### config.mk
export PLATFORM = sky130hd
export DESIGN_NAME = adc_serial_capture_ctrl
export DESIGN_NICKNAME = d
export VERILOG_FILES = /design/src/rtl/adc_capture_pkg.sv /design/src/rtl/sample_period_timer.sv /design/src/rtl/adc_serial_capture_ctrl.sv
export SDC_FILE = /design/constraint.sdc
export NUM_CORES = 1
export LEC_CHECK = 0
export CORE_ASPECT_RATIO = 0.6
export CORE_MARGIN = 1.5
export CORE_UTILIZATION = 40
export DETAILED_ROUTE_END_ITERATION = 6
export GPL_TIMING_DRIVEN = 0
export HOLD_SLACK_MARGIN = 0.08
export PLACE_DENSITY_LB_ADDON = 0.1
export SLEW_MARGIN = 20
export SYNTH_ARGS = -nofsm -noshare
export SYNTH_HDL_FRONTEND = slang
export SYNTH_SLANG_ARGS = --single-unit
export TNS_END_PERCENT = 30
### constraint.sdc
create_clock -name clk -period 2.2 [get_ports clk]
set_input_delay 0.44 -clock clk [delete_from_list [all_inputs] [get_ports clk]]
set_output_delay 0.44 -clock clk [all_outputs]
set_load 0.05 [all_outputs]
### src/rtl/adc_capture_pkg.sv
// adc_capture_pkg
// Shared definitions for the serial ADC capture path: FSM state encoding,
// default timing parameters and the drop counter width.
package adc_capture_pkg;

    typedef enum logic [2:0] {
        IDLE    = 3'd0,
        CONVERT = 3'd1,
        SHIFT   = 3'd2,
        LATCH   = 3'd3,
        WAIT    = 3'd4
    } cap_state_e;

    localparam int DEF_DATA_WIDTH    = 14;
    localparam int DEF_CONV_CYCLES   = 40;
    localparam int DEF_SCLK_HALF     = 2;
    localparam int DEF_SAMPLE_PERIOD = 200;
    localparam int DROP_COUNT_WIDTH  = 8;

endpackage

### src/rtl/sample_period_timer.sv
// sample_period_timer
// Loadable down-counter with an at-zero flag. Counts down by one every clk
// cycle and parks at zero; load takes priority over counting.
// Ports:
//   clk, resetn  clock, asynchronous active-low reset
//   load         load load_val this cycle
//   load_val     value to load (count reaches zero load_val cycles later)
//   zero         counter is at zero
module sample_period_timer #(
    parameter int WIDTH = 8
) (
    input  logic             clk,
    input  logic             resetn,
    input  logic             load,
    input  logic [WIDTH-1:0] load_val,
    output logic             zero
);

    logic [WIDTH-1:0] count;

    always_ff @(posedge clk or negedge resetn) begin
        if (!resetn) begin
            count <= '0;
        end else if (load) begin
            count <= load_val;
        end else if (count != '0) begin
            count <= count - 1'b1;
        end
    end

    assign zero = (count == '0);

endmodule

### src/rtl/adc_serial_capture_ctrl.sv
// adc_serial_capture_ctrl
// Runs the ADC conversion cadence (CNV pulse, serial clock), strobes the
// external deserialising shift register, and hands each completed word
// downstream on a valid/ready handshake with overrun/drop accounting.
// Ports:
//   clk, resetn    clock, asynchronous active-low reset
//   start_en       free-run enable, sampled in IDLE and at the end of WAIT
//   adc_cnv        conversion start to ADC
//   adc_sclk       serial clock to ADC
//   sr_enable      one-cycle shift strobe to the shift register
//   sr_q           parallel shift-register output
//   sample_data    captured word (MSB = first bit shifted)
//   sample_valid   sample_data holds an untransferred word
//   sample_ready   downstream accepts word
//   overrun        one-cycle pulse when a word is dropped
//   drop_count     saturating count of dropped words
module adc_serial_capture_ctrl
    import adc_capture_pkg::*;
#(
    parameter int DATA_WIDTH    = DEF_DATA_WIDTH,
    parameter int CONV_CYCLES   = DEF_CONV_CYCLES,
    parameter int SCLK_HALF     = DEF_SCLK_HALF,
    parameter int SAMPLE_PERIOD = DEF_SAMPLE_PERIOD
) (
    input  logic                        clk,
    input  logic                        resetn,
    input  logic                        start_en,
    output logic                        adc_cnv,
    output logic                        adc_sclk,
    output logic                        sr_enable,
    input  logic [DATA_WIDTH-1:0]       sr_q,
    output logic [DATA_WIDTH-1:0]       sample_data,
    output logic                        sample_valid,
    input  logic                        sample_ready,
    output logic                        overrun,
    output logic [DROP_COUNT_WIDTH-1:0] drop_count
);

    // SAMPLE_PERIOD bounds every countdown, so one width serves both timers.
    localparam int TIMER_W = $clog2(SAMPLE_PERIOD);
    localparam int BIT_W   = (DATA_WIDTH > 1) ? $clog2(DATA_WIDTH) : 1;

    cap_state_e         state, state_nxt;
    logic [BIT_W-1:0]   bit_cnt, bit_nxt;
    logic               sclk_nxt, sren_nxt;
    logic               per_load, per_zero;
    logic               ph_load, ph_zero;
    logic [TIMER_W-1:0] ph_val;
    logic               latch;

    always_ff @(posedge clk) begin
        assert (SAMPLE_PERIOD >= CONV_CYCLES + 2 * SCLK_HALF * DATA_WIDTH + 2)
            else $error("adc_serial_capture_ctrl: SAMPLE_PERIOD too short for one capture");
    end

    // Period timer: loaded on every CNV rise, so rises are SAMPLE_PERIOD apart.
    sample_period_timer #(.WIDTH(TIMER_W)) u_period (
        .clk      (clk),
        .resetn   (resetn),
        .load     (per_load),
        .load_val (TIMER_W'(SAMPLE_PERIOD - 1)),
        .zero     (per_zero)
    );

    // Phase timer: CONVERT length and each sclk half-phase.
    sample_period_timer #(.WIDTH(TIMER_W)) u_phase (
        .clk      (clk),
        .resetn   (resetn),
        .load     (ph_load),
        .load_val (ph_val),
        .zero     (ph_zero)
    );

    always_comb begin
        state_nxt = state;
        bit_nxt   = bit_cnt;
        sclk_nxt  = adc_sclk;
        sren_nxt  = 1'b0;
        per_load  = 1'b0;
        ph_load   = 1'b0;
        ph_val    = '0;
        case (state)
            IDLE: begin
                if (start_en) begin
                    state_nxt = CONVERT;
                    per_load  = 1'b1;
                    ph_load   = 1'b1;
                    ph_val    = TIMER_W'(CONV_CYCLES - 1);
                end
            end
            CONVERT: begin
                if (ph_zero) begin
                    state_nxt = SHIFT;
                    bit_nxt   = '0;
                    ph_load   = 1'b1;
                    ph_val    = TIMER_W'(SCLK_HALF - 1);
                end
            end
            SHIFT: begin
                if (ph_zero) begin
                    if (!adc_sclk) begin
                        // low phase done: rise sclk and strobe the shift register once
                        sclk_nxt = 1'b1;
                        sren_nxt = 1'b1;
                        ph_load  = 1'b1;
                        ph_val   = TIMER_W'(SCLK_HALF - 1);
                    end else if (bit_cnt == BIT_W'(DATA_WIDTH - 1)) begin
                        sclk_nxt  = 1'b0;
                        state_nxt = LATCH;
                    end else begin
                        sclk_nxt = 1'b0;
                        bit_nxt  = bit_cnt + 1'b1;
                        ph_load  = 1'b1;
                        ph_val   = TIMER_W'(SCLK_HALF - 1);
                    end
                end
            end
            LATCH: begin
                state_nxt = WAIT;
            end
            WAIT: begin
                if (per_zero) begin
                    if (start_en) begin
                        state_nxt = CONVERT;
                        per_load  = 1'b1;
                        ph_load   = 1'b1;
                        ph_val    = TIMER_W'(CONV_CYCLES - 1);
                    end else begin
                        state_nxt = IDLE;
                    end
                end
            end
            default: begin
                state_nxt = IDLE;
                sclk_nxt  = 1'b0;
            end
        endcase
    end

    // Pin outputs are registered from next-state values so they line up
    // with the state they belong to.
    always_ff @(posedge clk or negedge resetn) begin
        if (!resetn) begin
            state     <= IDLE;
            bit_cnt   <= '0;
            adc_cnv   <= 1'b0;
            adc_sclk  <= 1'b0;
            sr_enable <= 1'b0;
        end else begin
            state     <= state_nxt;
            bit_cnt   <= bit_nxt;
            adc_cnv   <= (state_nxt == CONVERT);
            adc_sclk  <= sclk_nxt;
            sr_enable <= sren_nxt;
        end
    end

    assign latch = (state == LATCH);

    // Holding register: a transfer in the LATCH cycle frees the slot for
    // the new word, so valid stays high without a drop.
    always_ff @(posedge clk or negedge resetn) begin
        if (!resetn) begin
            sample_data  <= '0;
            sample_valid <= 1'b0;
            overrun      <= 1'b0;
            drop_count   <= '0;
        end else begin
            overrun <= 1'b0;
            if (latch) begin
                if (!sample_valid || sample_ready) begin
                    sample_data  <= sr_q;
                    sample_valid <= 1'b1;
                end else begin
                    overrun <= 1'b1;
                    if (drop_count != '1) begin
                        drop_count <= drop_count + 1'b1;
                    end
                end
            end else if (sample_valid && sample_ready) begin
                sample_valid <= 1'b0;
            end
        end
    end

endmodule

==> impl_results.md <==
- Met1 demand-to-capacity share in global routing: 26.0%
- WP buf/inv: 1
- Number of flops mapped to enable cells by yosys: 0
- Endpoints failing hold: 0
- Worst hold margin: 0.141 ns
- TritonCTS clock tree: done
- Critical path, cell by cell: clkdlybuf4s50_1
- Cell chosen for the clock root: clkbuf_8
- Leakage component of the power: 1.23 nW
- Mux share of post-synthesis cell area: 8.30%
- Remaining global-route overflow: 0
- Final Instance Count excl. Fillers: 345
- Vias per std cell: 5.02
- Post-detailed-routing wire length: 4.81 mm
- Cell types with the largest area share after synthesis: dfrtp_1 (52%), mux2_1 (7.0%), xnor2_1 (4.0%)
- Synth cell types: 46
- Die H: 63.0 um
- Filler cell count in the final layout: 525
- Achievable frequency: 0.485 GHz
- Number of buffers created by CTS: 5
- Min-Delay Path Class: input port to async pin
- Relative slew slack: 58.6%
- Startpoint Class: register
- Unrepaired setup endpoints after global routing: no
- Fin Setup TNS: 0 ns
- R2R Path Start: u_period.count[0]
- Share of final-layout standard cells stronger than drive strength 1: 8.30%
- Max-slew violation total from the final report: 0
- Sw Share: 24.9%
- Share of total power in sequential cells: 58.2%
- Initial antenna violation count: 0
- Synthesized net count: 236
- Async SR Flop Fraction: 100%
- Global placement routability congestion: 0.766
- Delay of the slowest critical-path stage: 0.84 ns
- Period Utilization, post-route: 93.8%
- FF/Latch Area: 1250 um2
- Signal arrival time at the worst endpoint: 1.62 ns
- Proportion of synthesized chip area in sequential cells: 52.2%
- Compound-Gate Fraction of Synth Area: 10.3%
- Sw power: 0.401 mW
- Post-synthesis instance area: 2400 um2
- Actual transition at the worst max-transition pin: 0.621 ns
- Antenna diode count: 0
- First drt pass iteration count: 5
- All-layer global routing usage: 16.4%
- Number of placed instances with taps included: 337
- Power density cells: 531 nW/um2
- Register clock-pin slew on the reported worst setup and hold paths: 0.09 ns
- Cell family with the largest share of critical-path delay: buffers and inverters
- I/O Buffers: 44
- Synthesized area per cell: 11.2 um2
- Clk network pwr share: 33.7%
- Number of nets in the finished design: 287
- Clock latency on the worst-skew pair: 0.30 ns
- Count of hold-fix buffers inserted at cts: 0
- Global-route wire length before repair: 8.36 mm
- Width of the chip: 103 um
- Crit path max-delay cell type: clkdlybuf4s50_1
- Violation count after the first detailed-route iteration: 69
- Die footprint: 6480 um2
- DRC violation count after routing: 0
- Flip-flop cell with the highest count after synthesis: dfrtp_1
- Synth top area share: 52.2%
- Reg2Reg Depth: 6
- Combinational fraction of design power: 8.1%
- Cell internal power dissipation: 1.21 mW
- Vias after detailed routing: 1,731
- Met2 routing resource usage after global routing: 22.4%
- Run status: complete, no violations
- Most common cell after layout, fill and taps aside: dfrtp_1
- Core region area: 5680 um2
- Clock Sinks: 50
- Endpoint of the worst-slack reg-to-reg timing path: adc_cnv
- Std-Cell Rows: 21
- Average wire per cell in the routed design: 13.9 um
- Peak supply drop: 0.000312 V
- Setup Skew: 0.00717 ns
- Residual antenna-violating net count after detailed routing: 0
- Vias in the first global route: 1,692
- Nature of the critical path endpoint: primary output
- Simple-gate area share of the yosys netlist: 19.6%
- Kind of critical path: register to primary output
- Post-Synth XOR/XNOR Area: 4.75%
- Min cycle time layout: 2.06 ns
- Area grow syn2layout: 26.5%
- Main combinational cell family by area after synthesis: simple AND/OR/NAND/NOR gates
- HPWL reported at the end of detailed placement: 3.46 mm
- # IOs: 45
- Most frequent cells in the layout: dfrtp_1 (50), clkdlybuf4s50_1 (43), nand2_1 (16)
- Bufs on Longest Clock Path: 2
- Cell count after synthesis: 213
- Post-CTS Setup Inserts: 0
- Crit path required time: 1.76 ns
- Flip-flop and latch count after synthesis: 50
- GRT met3 Usage: 4.03%
- Number of resized instances in the post-cts repair step: 0
- Highest-utilization routing layer at the global route stage: met1
- Area share of fa/ha/maj cells after synthesis: 2.61%
- Depth of the CTS H-tree: 2
- Count of maximum capacitance violations: 0
- Biggest area consumer among synthesized cells: dfrtp_1
- Warnings from Yosys: 0
- Number of setup violations in the final report: 0
- Critical path fanouts, max: 8
- Largest net degree at the start of global routing: 51
- Multi-input gate area: 1100 um2
- Initial core utilization: 42.2%
- Setup slack on the worst flop-to-flop path: 0.16 ns
[registers in the layout (all words and copies together), names as in the netlist, 3 cells and up]
signal and count:
bit_cnt 4, drop_count 8, sample_data 14, state 3
u_period.count 8, u_phase.count 8
[worst max path at each step]
| stage | startpoint | endpoint | slack, ns | depth (start not counted) |
|---|---|---|---|---|
| after floorplan | drop_count[0] | drop_count[1] | 0.30 | 4 |
| after global placement | resetn | drop_count[0] | -0.86 | 1 |
| after detailed placement | sample_ready | sample_data[6] | 0.006 | 6 |
| after CTS | adc_sclk | adc_sclk | 0.13 | 1 |
| after global routing | adc_sclk | adc_sclk | 0.05 | 1 |
| final | adc_sclk | adc_sclk | 0.14 | 1 |
[cell usage after synthesis (all sizes together), types with 3 or more instances]
cell type / number
a21oi: 7
o21ai: 9
nand3: 6
buf: 4
mux2: 15
nand2: 17
xnor2: 11
nand4: 7
nor3b: 4
dfrtp: 50
nor4: 3
nor2b: 5
nand2b: 5
o31ai: 5
a211oi: 4
mux2i: 3
nor3: 6
inv: 6
ha: 5
nor2: 13
and2: 3
[per-layer routing]
| metal | up-vias | share of wire [%] |
|---|---|---|
| met3 | 5 | 3.7 |
| met1 | 839 | 54 |
| li1 | 865 | - |
| met2 | 22 | 42 |
| met4 | 0 | 0.64 |
| met5 | - | 0 |
[power groups by stage]
stage	clock network, mW	logic, mW	registers [mW]
final	0.543	0.130	0.937
after global routing	0.611	0.140	0.939
after CTS	0.572	0.134	0.937
after detailed placement	0	0.133	0.955
after global placement	0	0.133	0.955
after floorplan	0	0.00871	1.00
[per-stage QoR]
step	power, mW	worst slack, ns	instance area [um2]	utilization, %
floorplan	1.01	0.298	2400	-
global placement	1.09	-0.857	2940	51.7
detailed placement	1.09	0.00604	2930	51.7
CTS	1.64	0.126	3020	53.3
global route	1.69	0.0548	3030	53.4
finish	1.61	0.137	3030	53.4
[logic make-up after synthesis]
group / count (synthesis)
adders and majority gates: 5
and+or+nand+nor: 80
buffers and inverters: 12
muxes: 18
DFF: 50
AOI/OAI and AO/OA: 35
xor gates and xnor gates: 13
[final cells by class]
cell class	count	area share (%)
timing repair buffer	44	14.4
clock buffer	5	2.27
clock inverter	3	0.702
buffer	6	0.991
tap	80	3.30
sequential	50	41.3
inverter	6	0.743
multi-input combinational	151	36.3
Power figures use the tool's default switching activity.
